## config.mk

```make
export PLATFORM = sky130hd
export DESIGN_NAME = sram_port_arbiter_flat
export DESIGN_NICKNAME = d
export VERILOG_FILES = /design/src/rtl/sram_port_arbiter_if.sv /design/src/rtl/sram_port_arbiter.sv /design/src/flat_wrapper.sv
export SDC_FILE = /design/constraint.sdc
export NUM_CORES = 1
export LEC_CHECK = 0
export CORE_ASPECT_RATIO = 0.9
export CORE_MARGIN = 2
export CORE_UTILIZATION = 23
export DETAILED_ROUTE_END_ITERATION = 6
export GPL_ROUTABILITY_DRIVEN = 0
export PLACE_DENSITY_LB_ADDON = 0.12
export REMOVE_ABC_BUFFERS = 1
export SLEW_MARGIN = 40
export SYNTH_ARGS = -nofsm -noshare
export SYNTH_HDL_FRONTEND = slang
export SYNTH_SLANG_ARGS = --single-unit
```

## constraint.sdc

```tcl
create_clock -name clk -period 2.05 [get_ports clk]
set_input_delay 0.41 -clock clk [delete_from_list [all_inputs] [get_ports clk]]
set_output_delay 0.41 -clock clk [all_outputs]
set_load 0.01 [all_outputs]
```

## src/rtl/sram_port_arbiter_if.sv

```systemverilog
// Signal bundle around the shared-port arbiter: inst requester, data requester and the
// downstream SRAM-like port. mem_rdata bypasses the arbiter and goes straight to both masters.
interface sram_port_arbiter_if;
    logic        inst_req;
    logic [1:0]  inst_size;
    logic [31:0] inst_addr;
    logic        inst_addr_ok;
    logic        inst_data_ok;

    logic        data_req;
    logic        data_wr;
    logic [1:0]  data_size;
    logic [3:0]  data_wstrb;
    logic [31:0] data_addr;
    logic [31:0] data_wdata;
    logic        data_addr_ok;
    logic        data_data_ok;

    logic        mem_req;
    logic        mem_wr;
    logic [1:0]  mem_size;
    logic [3:0]  mem_wstrb;
    logic [31:0] mem_addr;
    logic [31:0] mem_wdata;
    logic        mem_addr_ok;
    logic        mem_data_ok;
    logic [31:0] mem_rdata;

    // Environment view: CPU requesters plus the bridge behind the shared port.
    modport master (
        output inst_req, inst_size, inst_addr,
        input  inst_addr_ok, inst_data_ok,
        output data_req, data_wr, data_size, data_wstrb, data_addr, data_wdata,
        input  data_addr_ok, data_data_ok,
        input  mem_req, mem_wr, mem_size, mem_wstrb, mem_addr, mem_wdata,
        output mem_addr_ok, mem_data_ok, mem_rdata
    );

    // Arbiter view.
    modport slave (
        input  inst_req, inst_size, inst_addr,
        output inst_addr_ok, inst_data_ok,
        input  data_req, data_wr, data_size, data_wstrb, data_addr, data_wdata,
        output data_addr_ok, data_data_ok,
        output mem_req, mem_wr, mem_size, mem_wstrb, mem_addr, mem_wdata,
        input  mem_addr_ok, mem_data_ok
    );
endinterface

```

## src/rtl/sram_port_arbiter.sv

```systemverilog
// Shares one SRAM-like port between the instruction and data requesters; data wins ties,
// a stalled grant is locked until addr_ok, and an owner FIFO routes each data_ok back.
module sram_port_arbiter #(
    parameter int MAX_OUTST = 4
) (
    input logic               clk,
    input logic               resetn,
    sram_port_arbiter_if.slave bus
);

    localparam int PTR_W = $clog2(MAX_OUTST);
    localparam int CNT_W = PTR_W + 1;

    typedef enum logic [1:0] {
        ST_FREE      = 2'd0,
        ST_LOCK_INST = 2'd1,
        ST_LOCK_DATA = 2'd2
    } lock_state_e;

    lock_state_e          state_q, state_d;
    logic [PTR_W-1:0]     wptr_q, wptr_d;
    logic [PTR_W-1:0]     rptr_q, rptr_d;
    logic [CNT_W-1:0]     count_q, count_d;
    logic [MAX_OUTST-1:0] owner_q;

    logic sel_data;
    logic granted_req;
    logic not_full;
    logic mem_req;
    logic push;
    logic pop;
    logic head_owner;

    // ---------------- lock FSM: state register ----------------
    always_ff @(posedge clk or negedge resetn) begin
        if (!resetn) begin
            state_q <= ST_FREE;
        end else begin
            state_q <= state_d;
        end
    end

    // ---------------- lock FSM: next state ----------------
    // A full FIFO suppresses mem_req, so an existing lock simply holds.
    always_comb begin
        state_d = state_q;
        if (mem_req && !bus.mem_addr_ok) begin
            state_d = sel_data ? ST_LOCK_DATA : ST_LOCK_INST;
        end else if (mem_req) begin
            state_d = ST_FREE;
        end
    end

    // ---------------- lock FSM: outputs (grant select and port mux) ----------------
    always_comb begin
        unique case (state_q)
            ST_LOCK_INST: sel_data = 1'b0;
            ST_LOCK_DATA: sel_data = 1'b1;
            default:      sel_data = bus.data_req;
        endcase
    end

    assign granted_req = sel_data ? bus.data_req : bus.inst_req;
    assign not_full    = (count_q != CNT_W'(MAX_OUTST));
    assign mem_req     = granted_req & not_full & resetn;

    always_comb begin
        bus.mem_req   = mem_req;
        bus.mem_wr    = sel_data ? bus.data_wr    : 1'b0;
        bus.mem_size  = sel_data ? bus.data_size  : bus.inst_size;
        bus.mem_wstrb = sel_data ? bus.data_wstrb : 4'b0000;
        bus.mem_addr  = sel_data ? bus.data_addr  : bus.inst_addr;
        bus.mem_wdata = sel_data ? bus.data_wdata : 32'h0000_0000;
    end

    assign push = mem_req & bus.mem_addr_ok;
    // A response with nothing outstanding is a protocol error and is dropped.
    assign pop  = bus.mem_data_ok & (count_q != '0) & resetn;

    assign bus.inst_addr_ok = push & ~sel_data;
    assign bus.data_addr_ok = push &  sel_data;

    assign head_owner       = owner_q[rptr_q];
    assign bus.inst_data_ok = pop & ~head_owner;
    assign bus.data_data_ok = pop &  head_owner;

    // ---------------- owner FIFO bookkeeping ----------------
    always_comb begin
        wptr_d  = wptr_q + PTR_W'(push);
        rptr_d  = rptr_q + PTR_W'(pop);
        count_d = count_q;
        unique case ({push, pop})
            2'b10:   count_d = count_q + CNT_W'(1);
            2'b01:   count_d = count_q - CNT_W'(1);
            default: count_d = count_q;
        endcase
    end

    always_ff @(posedge clk or negedge resetn) begin
        if (!resetn) begin
            wptr_q  <= '0;
            rptr_q  <= '0;
            count_q <= '0;
        end else begin
            wptr_q  <= wptr_d;
            rptr_q  <= rptr_d;
            count_q <= count_d;
        end
    end

    // Entry storage needs no reset: an entry is only read after it has been pushed.
    always_ff @(posedge clk) begin
        if (push) begin
            owner_q[wptr_q] <= sel_data;
        end
    end

endmodule

```

## src/flat_wrapper.sv

```systemverilog
// flat-port wrapper written by rule: the top's interface ports become plain ports
module sram_port_arbiter_flat 
#(
    parameter int MAX_OUTST = 4
)
  (clk, resetn, bus_inst_req, bus_inst_size, bus_inst_addr, bus_inst_addr_ok, bus_inst_data_ok, bus_data_req, bus_data_wr, bus_data_size, bus_data_wstrb, bus_data_addr, bus_data_wdata, bus_data_addr_ok, bus_data_data_ok, bus_mem_req, bus_mem_wr, bus_mem_size, bus_mem_wstrb, bus_mem_addr, bus_mem_wdata, bus_mem_addr_ok, bus_mem_data_ok);
  sram_port_arbiter_if bus_i ();
  input logic clk;
  input logic resetn;
  input wire logic [$bits(bus_i.inst_req)-1:0] bus_inst_req;
  input wire logic [$bits(bus_i.inst_size)-1:0] bus_inst_size;
  input wire logic [$bits(bus_i.inst_addr)-1:0] bus_inst_addr;
  output wire logic [$bits(bus_i.inst_addr_ok)-1:0] bus_inst_addr_ok;
  output wire logic [$bits(bus_i.inst_data_ok)-1:0] bus_inst_data_ok;
  input wire logic [$bits(bus_i.data_req)-1:0] bus_data_req;
  input wire logic [$bits(bus_i.data_wr)-1:0] bus_data_wr;
  input wire logic [$bits(bus_i.data_size)-1:0] bus_data_size;
  input wire logic [$bits(bus_i.data_wstrb)-1:0] bus_data_wstrb;
  input wire logic [$bits(bus_i.data_addr)-1:0] bus_data_addr;
  input wire logic [$bits(bus_i.data_wdata)-1:0] bus_data_wdata;
  output wire logic [$bits(bus_i.data_addr_ok)-1:0] bus_data_addr_ok;
  output wire logic [$bits(bus_i.data_data_ok)-1:0] bus_data_data_ok;
  output wire logic [$bits(bus_i.mem_req)-1:0] bus_mem_req;
  output wire logic [$bits(bus_i.mem_wr)-1:0] bus_mem_wr;
  output wire logic [$bits(bus_i.mem_size)-1:0] bus_mem_size;
  output wire logic [$bits(bus_i.mem_wstrb)-1:0] bus_mem_wstrb;
  output wire logic [$bits(bus_i.mem_addr)-1:0] bus_mem_addr;
  output wire logic [$bits(bus_i.mem_wdata)-1:0] bus_mem_wdata;
  input wire logic [$bits(bus_i.mem_addr_ok)-1:0] bus_mem_addr_ok;
  input wire logic [$bits(bus_i.mem_data_ok)-1:0] bus_mem_data_ok;
  assign bus_i.inst_req = bus_inst_req;
  assign bus_i.inst_size = bus_inst_size;
  assign bus_i.inst_addr = bus_inst_addr;
  assign bus_inst_addr_ok = bus_i.inst_addr_ok;
  assign bus_inst_data_ok = bus_i.inst_data_ok;
  assign bus_i.data_req = bus_data_req;
  assign bus_i.data_wr = bus_data_wr;
  assign bus_i.data_size = bus_data_size;
  assign bus_i.data_wstrb = bus_data_wstrb;
  assign bus_i.data_addr = bus_data_addr;
  assign bus_i.data_wdata = bus_data_wdata;
  assign bus_data_addr_ok = bus_i.data_addr_ok;
  assign bus_data_data_ok = bus_i.data_data_ok;
  assign bus_mem_req = bus_i.mem_req;
  assign bus_mem_wr = bus_i.mem_wr;
  assign bus_mem_size = bus_i.mem_size;
  assign bus_mem_wstrb = bus_i.mem_wstrb;
  assign bus_mem_addr = bus_i.mem_addr;
  assign bus_mem_wdata = bus_i.mem_wdata;
  assign bus_i.mem_addr_ok = bus_mem_addr_ok;
  assign bus_i.mem_data_ok = bus_mem_data_ok;
  sram_port_arbiter #(.MAX_OUTST(MAX_OUTST)) u_core (.clk(clk), .resetn(resetn), .bus(bus_i));
endmodule
```

==> reports/qor.log, run 1 <==
qor: die.fp.coreArea 0.00573 sq mm
qor: sta.slew_violations 0
qor: detailed_routing.post_drt_via_cell_ratio 4.38
qor: detailed_routing.wl_met3 667 um
qor: run_status.outcome finished with violations
qor: critical_path.rr_endpoint u_core.count_q[2]
qor: logic_synthesis.synth.ff_latch_count 13
qor: detailed_routing.detail_route.wirelength.met1 2810 um
qor: pwr.max-vdd-ir-drop 0.755 mV
qor: die.io_pins 187
qor: final_layout.post_route_cells_drive_above_1_share 43.7%
qor: pwr.power.density 1180 mW/mm^2
qor: placement.dp_hpwl 5760 um
qor: clock_network.inserted_clock_buffers 3
qor: die.die_area 0.00664 sq mm
qor: clock_network.cts_tree yes
qor: logic_synthesis.synth.top_cells.by_area sky130_fd_sc_hd__nand2_1 (28%), sky130_fd_sc_hd__and2_1 (17%), sky130_fd_sc_hd__dfrtp_1 (16%)
qor: clock_network.cell_at_the_root_of_the_clock_tree sky130_fd_sc_hd__clkbuf_8
qor: sta.min_period_over_period 113%
qor: logic_synthesis.synthDistinctLibCells 29
qor: critical_path.critical_path_arrival 1.90 ns
qor: clock_network.cts.sinks 13
qor: global_route.first_global_vias 2203
qor: critical_path.crit_family buffers and inverters
qor: flow_run.cap_viol_max_count 0
qor: detailed_routing.antenna_violating_nets_post_route 0
qor: sta.grt_setup_unrepaired true
qor: critical_path.critical_path.cell_chain inv_2 > ha_4 > buf_6 > nand2_2 > and2_4 > clkinv_8 > buf_12 > buf_16 > and2_4 > buf_6
qor: critical_path.rr_worst_depth 13
qor: logic_synthesis.yosysWarningCount 0
qor: sta.final_setup_violations 76
qor: pwr.power.leakage 1.93 nW
qor: sta.timing.hold.ws 0.338 ns
qor: logic_synthesis.netlist.top_cell.by_area sky130_fd_sc_hd__nand2_1
qor: sta.slew_headroom 74.8%
qor: critical_path.critical_path.startpoint_type flop
qor: critical_path.r2r-start u_core.state_q[0]
qor: detailed_routing.vias 2162
qor: clock_network.worst_skew_pair.late_latency 0.24 ns
qor: sta.hold_viol_final 0
qor: logic_synthesis.synth_area 0.00138 sq mm
qor: global_route.global_route_overflow 0
qor: die.initial_core_util 24.1%
qor: placement.placedCellCount 470
qor: final_layout.design_area 0.00390 sq mm
qor: sta.finalCriticalPeriod 2.31 ns
qor: placement.buffer_ports.inserted 186
qor: sta.max_slew.worst_pin.slew 0.372 ns
qor: sta.achievable-frequency 433 MHz
qor: final_layout.final_net_count 540
qor: hold_path.timing.hold.worst.class in -> async
qor: detailed_routing.detail_route.wirelength 7690 um
qor: global_route.wire_length_of_the_first_global_routing_pass 11300 um
qor: logic_synthesis.synthesis.instances 208
qor: die.die_w 85.7 um
qor: critical_path.critPathCaptureType primary output
qor: critical_path.critPathRequiredTime 1.64 ns
qor: pwr.total_power 4.60 mW
qor: placement.post_dp_cell_area 0.00342 sq mm
qor: critical_path.critical-path-max-stage-delay 0.39 ns
qor: clock_network.clk_path_buf_depth 2
qor: final_layout.area.growth.synth_to_final 183%
qor: sta.setup_slack -0.261 ns
qor: clock_network.cts.reportedPaths.clkPinSlew 0.06 ns
qor: global_route.grt_start_max_net_pins 22
qor: logic_synthesis.seq_area_frac_synth 25.0%
qor: global_route.antenna_found_initial 1
qor: placement.dp_worst_setup_slack -0.564 ns
qor: critical_path.cp_slowest_cell sky130_fd_sc_hd__dfrtp_1
qor: detailed_routing.first_pass_iters 4
qor: critical_path.r2r_slack -0.25 ns
qor: run_status.failing_checks negative setup slack
qor: logic_synthesis.synth_area_per_cell 6.63 sq um
qor: detailed_routing.wire_length_on_met2 3920 um
qor: sta.fin_worst_skew 0.00218 ns
qor: logic_synthesis.synth.top_cell.area_share 28.0%
qor: final_layout.fillCellCount 457
qor: die.die_height 77.5 um
qor: final_layout.fin_cells 494
qor: clock_network.htreeDepth 1
qor: detailed_routing.dr.first_iter.drc_count 36
qor: critical_path.worst-setup-path-type reg -> out
qor: detailed_routing.wl_per_cell 15.6 um
qor: critical_path.timing.critical_path.buf_inv 6
qor: die.fp-row-count 26
qor: detailed_routing.topRoutingLayerUsed met4
qor: global_route.groute.usage.overall 22.1%
qor: detailed_routing.drc_violations_left 0
qor: critical_path.path_max_fanout 7
## cell usage in the layout (no fill, tap or decap), types with 3 or more instances in the layout
cell type                         count
sky130_fd_sc_hd__buf_2               35
sky130_fd_sc_hd__buf_12               7
sky130_fd_sc_hd__dlygate4sd2_1        3
sky130_fd_sc_hd__buf_6               42
sky130_fd_sc_hd__and2_1               7
sky130_fd_sc_hd__inv_1                4
sky130_fd_sc_hd__o21ai_0              3
sky130_fd_sc_hd__clkbuf_8             3
sky130_fd_sc_hd__buf_16               5
sky130_fd_sc_hd__clkdlybuf4s50_1    109
sky130_fd_sc_hd__nand2_1             80
sky130_fd_sc_hd__dfrtp_1              9
sky130_fd_sc_hd__nand2_2             18
sky130_fd_sc_hd__nand2_4              5
sky130_fd_sc_hd__buf_4               20
sky130_fd_sc_hd__and2_4              31
sky130_fd_sc_hd__xor2_1               4
sky130_fd_sc_hd__edfxtp_1             4
sky130_fd_sc_hd__nor2_1               4
## power breakdown
| group | leakage, nW | switching (mW) | internal, mW |
|---|---|---|---|
| clock | 0.0255 | 0.0995 | 0.134 |
| combinational | 1.76 | 1.66 | 2.24 |
| sequential | 0.145 | 0.0846 | 0.380 |
## state kept, by name, summed over array words and instances, names as in the netlist
signal	flops
u_core.owner_q	4
u_core.count_q	3
u_core.rptr_q	2
u_core.state_q	2
u_core.wptr_q	2
## cells in the mapped netlist
cell type	n
sky130_fd_sc_hd__o311ai_0	1
sky130_fd_sc_hd__nand2b_2	1
sky130_fd_sc_hd__nor3_1	1
sky130_fd_sc_hd__nor2b_1	1
sky130_fd_sc_hd__buf_6	2
sky130_fd_sc_hd__o21ai_0	3
sky130_fd_sc_hd__fa_1	1
sky130_fd_sc_hd__and2_1	38
sky130_fd_sc_hd__o2bb2ai_1	1
sky130_fd_sc_hd__mux2i_1	1
sky130_fd_sc_hd__mux4_2	1
sky130_fd_sc_hd__and3_1	1
sky130_fd_sc_hd__edfxtp_1	4
sky130_fd_sc_hd__inv_2	1
sky130_fd_sc_hd__buf_4	6
sky130_fd_sc_hd__o41ai_2	1
sky130_fd_sc_hd__clkbuf_1	4
sky130_fd_sc_hd__xor2_1	4
sky130_fd_sc_hd__inv_1	6
sky130_fd_sc_hd__dfrtp_1	9
sky130_fd_sc_hd__o21a_1	2
sky130_fd_sc_hd__nor3b_1	2
sky130_fd_sc_hd__ha_1	4
sky130_fd_sc_hd__xnor2_1	1
sky130_fd_sc_hd__nand2_1	103
sky130_fd_sc_hd__nor2_1	6
sky130_fd_sc_hd__a2bb2oi_1	1
sky130_fd_sc_hd__nand3_2	1
sky130_fd_sc_hd__o41ai_1	1
## kinds of logic (layout without fill, tap and decap cells)
family,after synthesis,after routing,share of synthesized area [%]
fa+ha+maj,5,5,5.08
simple gates,154,154,50.6
mux,2,2,2.36
xor+xnor,5,5,3.17
buf+inv,19,234,7.89
other cells,0,1,0
compound gates,10,10,5.89
flops,13,13,25.0
## worst register-to-register path, cell delays in order (launching register included)
cell and delay, ns:
sky130_fd_sc_hd__dfrtp_1 0.39, sky130_fd_sc_hd__inv_2 0.08, sky130_fd_sc_hd__ha_4 0.20, sky130_fd_sc_hd__buf_6 0.11
sky130_fd_sc_hd__o21a_1 0.18, sky130_fd_sc_hd__a2bb2oi_2 0.14, sky130_fd_sc_hd__nand3_2 0.10, sky130_fd_sc_hd__buf_6 0.10
sky130_fd_sc_hd__ha_4 0.12, sky130_fd_sc_hd__inv_2 0.03, sky130_fd_sc_hd__fa_2 0.33, sky130_fd_sc_hd__xor2_1 0.18
sky130_fd_sc_hd__nor2_1 0.07, sky130_fd_sc_hd__xor2_1 0.15
## through the flow
step	setup TNS, ns	util (%)
3_3_place_gp	-38.02	59.7
5_1_grt	-20.38	68.2
6_report	-13.52	68.2
4_1_cts	-15.76	62.8
3_5_place_dp	-39.14	59.7
2_1_floorplan	-50.20	-
## final cells by class
type | count | area [sq um] | share of cell area [%]
inverter | 7 | 38.8 | 0.994
sequential | 13 | 345 | 8.85
multi-input combinational | 176 | 1160 | 29.7
antenna | 1 | 2.50 | 0.0641
tap | 70 | 87.6 | 2.24
clock inverter | 1 | 5.00 | 0.128
clock buffer | 3 | 41.3 | 1.06
timing repair buffer | 223 | 2220 | 57.0
## what timing repair did
item	CTS	global route
setup buffers	9	4
gates cloned	6	1
pin swaps	21	25
gates resized for setup	356	72
endpoints found under the setup margin	78	81
hold buffers	0	0
## routing by layer
layer  vias up  global-route usage (%)
met5         -                       0
li1       1075                       -
met1       961                    23.1
met4         0                    8.57
met3        18                    7.34
met2       108                    40.5
## worst max path at each step
stage	startpoint	end	slack, ns	cells after the start
2_1_floorplan	u_core.state_q[1]	bus_mem_wdata[0]	-0.70	5
3_3_place_gp	bus_data_req	bus_mem_wdata[31]	-0.55	7
3_5_place_dp	bus_data_req	bus_mem_wdata[31]	-0.56	7
4_1_cts	u_core.state_q[1]	bus_mem_addr[5]	-0.29	9
5_1_grt	u_core.state_q[0]	u_core.count_q[2]	-0.35	13
6_report	u_core.state_q[0]	bus_mem_wdata[12]	-0.26	10
No activity file was read; power rests on OpenSTA's default activity.
==> run 2, diff against run 1 <==
--- a/config.mk
+++ b/config.mk
@@ -10,6 +10,7 @@
 export CORE_UTILIZATION = 23
 export DETAILED_ROUTE_END_ITERATION = 6
 export GPL_ROUTABILITY_DRIVEN = 0
+export GPL_TIMING_DRIVEN = 0
 export PLACE_DENSITY_LB_ADDON = 0.12
 export REMOVE_ABC_BUFFERS = 1
 export SLEW_MARGIN = 40
==> run 2 against run 1 <==
Compared with the run above:
- the flow still finishes with violations (negative setup slack)
- final cell count is 1.0% lower
- routed wire length is 8.4% higher
- sequential share of layout area shrank 0.36 points
- setup slack improved by 0.043 ns
- die area unchanged
- first-iteration DRC count increased by 19%
- critical path depth down 3
- cell area up 4.2%
- clock power is 5% lower
==> reports/qor.log, run 2 (synthesized netlist as in run 1, its figures left out) <==
qor: run_status.outcome finished with violations
qor: run_status.failing_checks negative setup slack
qor: pwr.power.leakage 1.99 nW [+3.4%]
qor: final_layout.post_route_cells_drive_above_1_share 52.0% [+8.3 points]
qor: detailed_routing.post_drt_via_cell_ratio 4.60 [+5.1%]
qor: critical_path.critical_path.startpoint_type flop
qor: die.io_pins 187 [unchanged]
qor: sta.slew_headroom 71.8% [-3.1 points]
qor: critical_path.cp_slowest_cell sky130_fd_sc_hd__dfrtp_1
qor: flow_run.cap_viol_max_count 0 [unchanged]
qor: die.fp-row-count 26 [unchanged]
qor: die.die_w 85.7 um [unchanged]
qor: clock_network.worst_skew_pair.late_latency 0.24 ns [about the same]
qor: global_route.first_global_vias 2371 [+7.6%]
qor: hold_path.timing.hold.worst.class in -> async
qor: final_layout.diodes 0 [-1]
qor: global_route.groute.usage.overall 23.7% [+1.6 points]
qor: detailed_routing.vias 2250 [+4.1%]
qor: sta.max_slew.worst_pin.slew 0.417 ns [+0.0445 ns]
qor: final_layout.fillCellCount 461 [+0.88%]
qor: clock_network.cts.sinks 13 [unchanged]
qor: critical_path.path_max_fanout 6 [-1]
qor: sta.timing.hold.ws 0.163 ns [-0.174 ns]
qor: die.initial_core_util 24.1% [unchanged]
qor: die.die_area 0.00664 sq mm [unchanged]
qor: final_layout.reg_top3 u_core.owner_q x4, u_core.count_q x3
qor: pwr.max-vdd-ir-drop 1.21 mV [+60%]
qor: final_layout.flip_flop_count_of_the_largest_register_after_layout 4 [unchanged]
qor: final_layout.final_net_count 536 [-0.74%]
qor: critical_path.critPathRequiredTime 1.64 ns [about the same]
qor: global_route.globalRoute.busiestLayer met2
qor: final_layout.mostFrequentLayoutCells sky130_fd_sc_hd__clkdlybuf4s50_1 (108), sky130_fd_sc_hd__buf_6 (55), sky130_fd_sc_hd__nand2_1 (48), sky130_fd_sc_hd__and2_4 (39), sky130_fd_sc_hd__nand2_2 (38)
qor: global_route.wire_length_of_the_first_global_routing_pass 12100 um [+6.7%]
qor: sta.grt_setup_unrepaired true
qor: sta.fin_worst_skew 0.00156 ns [-0.000616 ns]
qor: detailed_routing.drc_violations_left 0 [unchanged]
qor: detailed_routing.antenna_violating_nets_post_route 0 [unchanged]
qor: sta.min_period_over_period 111% [-2.1 points]
qor: final_layout.most_common_cell_after_layout_fill_and_taps_aside sky130_fd_sc_hd__clkdlybuf4s50_1
qor: pwr.power.density 1190 mW/mm^2 [+0.85%]
qor: die.die_height 77.5 um [unchanged]
qor: critical_path.critPathCaptureType primary output
qor: placement.buffer_ports.inserted 186 [unchanged]
qor: final_layout.largest_register u_core.owner_q
qor: global_route.use_met2 44.1% [+3.7 points]
qor: clock_network.cell_at_the_root_of_the_clock_tree sky130_fd_sc_hd__clkbuf_8
qor: sta.achievable-frequency 441 MHz [+1.9%]
qor: global_route.grt.met1_usage 25.3% [+2.3 points]
qor: clock_network.cts_tree yes
qor: placement.dp_hpwl 5470 um [-5.1%]
qor: critical_path.crit_top_cell sky130_fd_sc_hd__and2_4
qor: detailed_routing.first_pass_iters 4 [unchanged]
qor: sta.setup_slack -0.217 ns [+0.0434 ns]
qor: global_route.global_route_overflow 0 [unchanged]
qor: critical_path.critical_path_arrival 1.86 ns [-0.04 ns]
qor: final_layout.postLayoutCoreUtil 71.0% [+2.9 points]
qor: sta.slew_violations 0 [unchanged]
qor: clock_network.inserted_clock_buffers 3 [unchanged]
qor: detailed_routing.detail_route.wirelength 8340 um [+8.4%]
qor: clock_network.htreeDepth 1 [unchanged]
qor: detailed_routing.wl_per_cell 17.1 um [+9.6%]
qor: sta.final_setup_violations 75 [-1.3%]
qor: clock_network.clk_path_buf_depth 2 [unchanged]
qor: detailed_routing.dr.first_iter.drc_count 43 [+19%]
qor: global_route.met3_usage 6.06% [-1.3 points]
qor: clock_network.cts.reportedPaths.clkPinSlew 0.05 ns [about the same]
qor: final_layout.area.growth.synth_to_final 195%
qor: critical_path.critical-path-max-stage-delay 0.41 ns [+0.02 ns]
qor: sta.finalCriticalPeriod 2.27 ns [-0.0434 ns]
qor: critical_path.critical_path.cell_chain ha_4 > nand2b_4 > and2_4 > buf_12 > clkinv_8 > and2_4 > buf_6
qor: global_route.antenna_found_initial 0 [-1]
qor: global_route.grt_start_max_net_pins 13 [-41%]
qor: critical_path.worst-setup-path-type reg -> out
qor: die.fp.coreArea 0.00573 sq mm [unchanged]
qor: sta.hold_viol_final 0 [unchanged]
==> run 2: cell types whose count changed in the layout (fill, tap and decap cells not counted), moves of 8 or more <==
cell | before | now
sky130_fd_sc_hd__and2_4 | 31 | 39
sky130_fd_sc_hd__buf_2 | 35 | 21
sky130_fd_sc_hd__buf_4 | 20 | 11
sky130_fd_sc_hd__buf_6 | 42 | 55
sky130_fd_sc_hd__nand2_1 | 80 | 48
sky130_fd_sc_hd__nand2_2 | 18 | 38
sky130_fd_sc_hd__nand2_4 | 5 | 17
==> run 2: cell type report <==
class | instances | area (sq um) | share of cell area (%)
repair buffers | 204 | 2030 | 49.9
multi-input cells | 180 | 1350 | 33.2
flip-flops and latches | 13 | 345 | 8.49
repair inverters | 11 | 165 | 4.06
well taps | 70 | 87.6 | 2.15
clock buffers | 4 | 45.0 | 1.11
inverters | 7 | 42.5 | 1.05
==> run 2: through the flow <==
stage | area, sq um | instances | total power, mW | worst slack (ns) | setup TNS (ns)
after floorplan | 1300 | 196 | 1.64 | -0.703 | -50.20
after global placement | 3250 | 452 | 3.15 | -2.23 | -165.84
after detailed placement | 3250 | 452 | 3.17 | -1.23 | -91.42
after CTS | 3600 | 484 | 4.11 | -0.185 | -9.61
after global routing | 4070 | 489 | 5.15 | -0.281 | -15.65
final | 4070 | 489 | 4.84 | -0.217 | -12.56
==> run 2: report_power, final <==
group | internal (mW) | leakage (nW) | switching, mW
Clock | 0.137 | 0.0228 | 0.0849
Sequential | 0.380 | 0.145 | 0.102
Combinational | 2.13 | 1.83 | 2.00
==> run 2: worst paths after layout <==
check                      cells after the start           endpoint  slack [ns]               from
max                                            7         bus_mem_wr       -0.22  u_core.state_q[1]
min                                            1  u_core.state_q[0]        0.16             resetn
max reg2reg                                   12  u_core.count_q[2]       -0.16  u_core.state_q[0]
min reg2reg                                    1   u_core.rptr_q[1]        0.49   u_core.rptr_q[1]
max in group asynchronous                      1  u_core.state_q[1]        1.63             resetn
min in group clk                               1   u_core.rptr_q[1]        0.49   u_core.rptr_q[1]
==> run 2: repair_timing <==
| action | in CTS | in global routing |
|---|---|---|
| setup buffers | 16 | 2 |
| setup endpoints to repair | 84 | 79 |
| hold buffers | 0 | 0 |
| gates resized for setup | 409 | 107 |
| gates cloned | 12 | 4 |
| pin swaps | 36 | 45 |
==> run 2: metal layers <==
| layer | part of all wire, % | wire length [um] |
|---|---|---|
| met1 | 35 | 2930 |
| met2 | 54 | 4540 |
| met3 | 6.9 | 578 |
| met4 | 3.5 | 294 |
| met5 | 0 | 0 |
==> run 2: worst max-delay path, delay by kind of cell (launching register included) <==
family	cells	cell delay, ns
buf+inv	3	0.42
flops	1	0.41
simple gates	3	0.47
fa+ha+maj	1	0.30
==> run 3, diff against run 2 <==
--- a/config.mk
+++ b/config.mk
@@ -12,7 +12,7 @@
 export GPL_ROUTABILITY_DRIVEN = 0
 export GPL_TIMING_DRIVEN = 0
 export PLACE_DENSITY_LB_ADDON = 0.12
-export REMOVE_ABC_BUFFERS = 1
+export SETUP_SLACK_MARGIN = 0.1
 export SLEW_MARGIN = 40
 export SYNTH_ARGS = -nofsm -noshare
 export SYNTH_HDL_FRONTEND = slang
==> run 3 against run 2 <==
Compared with the run above:
- the flow still finishes with violations (negative setup slack)
- maximum frequency fell by 4.3%
- die area unchanged
- critical path depth rose by 2
- routed wire length decreased by 9.4%
- critical path type unchanged
- largest cell class unchanged
- largest power group unchanged
==> reports/qor.log, run 3 (synthesized netlist as in run 1, its figures left out) <==
qor: run_status.outcome finished with violations
qor: run_status.failing_checks negative setup slack
qor: final_layout.postLayoutCoreUtil 69.6% [-1.5 points]
qor: critical_path.r2r-start u_core.state_q[1]
qor: final_layout.area.growth.synth_to_final 189%
qor: clock_network.htreeDepth 1 [unchanged]
qor: pwr.internal_power 2.83 mW [+6.9%]
qor: pwr.sw_frac_of_total 40.7% [-4.6 points]
qor: detailed_routing.topRoutingLayerUsed met4
qor: sta.setup_slack -0.318 ns [-0.101 ns]
qor: die.fp.coreArea 0.00573 sq mm [unchanged]
qor: final_layout.final-seq-area 345 sq um [unchanged]
qor: sta.achievable-frequency 422 MHz [-4.3%]
qor: final_layout.mostFrequentLayoutCells sky130_fd_sc_hd__clkdlybuf4s50_1 (108), sky130_fd_sc_hd__nand2_1 (55), sky130_fd_sc_hd__buf_2 (49), sky130_fd_sc_hd__nand2_2 (41), sky130_fd_sc_hd__buf_6 (32)
qor: detailed_routing.first_pass_iters 4 [unchanged]
qor: sta.finalCriticalPeriod 2.37 ns [+0.101 ns]
qor: detailed_routing.wire_length_on_met2 4110 um [-9.4%]
qor: sta.slew_headroom 73.6% [+1.8 points]
qor: placement.dp_hpwl 5640 um [+3.0%]
qor: sta.grt_setup_unrepaired true
qor: pwr.comb_power_share 84.9% [-0.6 points]
qor: critical_path.worst-setup-path-type reg -> out
qor: critical_path.rr_endpoint u_core.count_q[2]
qor: final_layout.fillCellCount 491 [+6.5%]
qor: final_layout.flip_flop_count_of_the_largest_register_after_layout 4 [unchanged]
qor: final_layout.largest_register u_core.owner_q
qor: detailed_routing.post_drt_via_cell_ratio 4.41 [-4.2%]
qor: global_route.antenna_found_initial 0 [unchanged]
qor: critical_path.critPathRequiredTime 1.64 ns [about the same]
qor: global_route.first_global_vias 2188 [-7.7%]
qor: placement.buffer_ports.inserted 186 [unchanged]
qor: pwr.total_power 4.77 mW [-1.4%]
qor: clock_network.cts_tree yes
qor: clock_network.inserted_clock_buffers 3 [unchanged]
qor: pwr.clock_power_share 4.8% [+0.2 points]
qor: sta.min_period_over_period 116% [+4.9 points]
qor: sta.final_setup_violations 75 [unchanged]
qor: final_layout.multi_input_comb_area 0.00125 sq mm [-7.5%]
qor: global_route.global_route_overflow 0 [unchanged]
qor: die.io_pins 187 [unchanged]
qor: pwr.power.density 1200 mW/mm^2 [+0.67%]
qor: critical_path.critPathCaptureType primary output
qor: clock_network.post_cts_hold_buffer_count 0 [unchanged]
qor: clock_network.cell_at_the_root_of_the_clock_tree sky130_fd_sc_hd__clkbuf_8
qor: global_route.wire_length_of_the_first_global_routing_pass 11200 um [-7.0%]
qor: final_layout.final_net_count 543 [+1.3%]
qor: die.die_area 0.00664 sq mm [unchanged]
qor: critical_path.critical_path_arrival 1.96 ns [+0.10 ns]
qor: detailed_routing.detail_route.wirelength.met1 2720 um [-7.2%]
qor: final_layout.reg_top3 u_core.owner_q x4, u_core.count_q x3
qor: clock_network.cts.reportedPaths.clkPinSlew 0.05 ns [about the same]
qor: clock_network.clk_path_buf_depth 2 [unchanged]
qor: detailed_routing.vias 2187 [-2.8%]
qor: die.die_height 77.5 um [unchanged]
qor: sta.slew_violations 0 [unchanged]
qor: final_layout.diodes 0 [unchanged]
qor: critical_path.critical_path.startpoint_type flop
qor: final_layout.post_route_cells_drive_above_1_share 46.9% [-5.1 points]
qor: detailed_routing.antenna_violating_nets_post_route 0 [unchanged]
qor: detailed_routing.drc_violations_left 0 [unchanged]
qor: critical_path.r2r_slack -0.25 ns [-0.09 ns]
qor: final_layout.most_common_cell_after_layout_fill_and_taps_aside sky130_fd_sc_hd__clkdlybuf4s50_1
qor: clock_network.worst_skew_pair.late_latency 0.24 ns [about the same]
qor: pwr.power.leakage 1.94 nW [-2.8%]
qor: pwr.switching_power 1.94 mW [-11%]
qor: detailed_routing.wl_per_cell 15.2 um [-11%]
qor: global_route.grt_start_max_net_pins 13 [unchanged]
qor: sta.hold_viol_final 0 [unchanged]
qor: die.fp-row-count 26 [unchanged]
qor: sta.setup-tns-final -18.57 ns [-6.01 ns]
qor: pwr.max-vdd-ir-drop 0.776 mV [-36%]
qor: hold_path.timing.hold.worst.class in -> async
qor: global_route.groute.usage.overall 21.2% [-2.4 points]
qor: flow_run.cap_viol_max_count 0 [unchanged]
qor: logic_synthesis.synth_nets 324
qor: critical_path.path_max_fanout 6 [unchanged]
qor: critical_path.rr_worst_depth 11 [-1]
qor: die.die_w 85.7 um [unchanged]
qor: die.initial_core_util 24.1% [unchanged]
qor: sta.max_slew.worst_pin.slew 0.395 ns [-0.0224 ns]
qor: clock_network.cts.sinks 13 [unchanged]
qor: sta.fin_worst_skew 0.00199 ns [+0.000432 ns]
qor: detailed_routing.wl_met3 586 um [+1.4%]
qor: detailed_routing.dr.first_iter.drc_count 29 [-33%]
qor: pwr.sequentialPowerShare 10.3% [+0.3 points]
qor: detailed_routing.detail_route.wirelength 7560 um [-9.4%]
==> run 3: cell types whose count changed in the layout (fill, tap and decap cells not counted), sizes merged <==
cell | before | now
buf | 91 | 109
and2 | 42 | 38
clkbuf | 5 | 10
clkinv | 2 | 0
dlygate4sd2 | 3 | 1
inv | 16 | 7
clkdlybuf4s15 | 1 | 2
==> run 3: power by group through the flow <==
stage | Sequential, mW | Clock [mW] | Combinational, mW
3_3_place_gp | 0.462 | 0 | 2.86
2_1_floorplan | 0.447 | 0 | 1.39
4_1_cts | 0.473 | 0.230 | 3.53
6_report | 0.493 | 0.228 | 4.05
5_1_grt | 0.510 | 0.248 | 4.34
3_5_place_dp | 0.466 | 0 | 2.90
==> run 3: worst max path at each step <==
stage / from / endpoint / slack (ns) / cells past startpoint
floorplan: u_core.state_q[1] / u_core.count_q[2] / -0.03 / 10
global placement: bus_data_req / bus_mem_addr[14] / -0.71 / 10
detailed placement: bus_data_req / bus_mem_addr[0] / -0.74 / 10
CTS: u_core.state_q[1] / bus_mem_addr[6] / -0.30 / 11
global route: u_core.state_q[1] / bus_mem_wdata[12] / -0.37 / 9
finish: u_core.state_q[1] / bus_mem_wdata[26] / -0.32 / 9
==> run 3: critical path, stage by stage (launching register included) <==
cell	delay (ns)
sky130_fd_sc_hd__dfrtp_1	0.41
sky130_fd_sc_hd__ha_4	0.26
sky130_fd_sc_hd__nand2b_4	0.14
sky130_fd_sc_hd__and2_4	0.14
sky130_fd_sc_hd__buf_8	0.13
sky130_fd_sc_hd__inv_8	0.08
sky130_fd_sc_hd__buf_12	0.14
sky130_fd_sc_hd__buf_8	0.11
sky130_fd_sc_hd__and2_1	0.15
sky130_fd_sc_hd__buf_2	0.15
==> run 3: metal layers <==
layer  vias to the layer above  GRT usage (%)
li1                       1086              -
met1                       981           23.3
met2                       108           41.6
met3                        12           4.89
met4                         0           3.33
met5                         -              0
==> run 3: final cells by class <==
cell class	count	share of cell area, %
Timing Repair Buffer	214	51.0
Multi-Input combinational cell	176	31.4
Sequential cell	13	8.67
Buffer	12	4.74
Tap cell	70	2.20
Clock buffer	4	1.13
Inverter	7	0.911
==> run 3: through the flow <==
stage	area [sq um]	worst slack [ns]	std cells	hold slack, ns
after global placement	3360	-0.710	464	0.467
after detailed placement	3360	-0.738	464	0.471
after CTS	3690	-0.302	488	0.156
after global routing	3980	-0.368	496	0.164
after floorplan	1410	-0.0339	208	0.114
final	3980	-0.318	496	0.153
==> run 3: what timing repair did <==
| item | 4_1_cts | 5_1_grt |
|---|---|---|
| setup buffers | 13 | 6 |
| setup endpoints to repair | 79 | 83 |
| endpoints found under the hold margin | 0 | 0 |
| gates resized for setup | 398 | 73 |
| cloned | 7 | 3 |
| pin swaps | 51 | 12 |
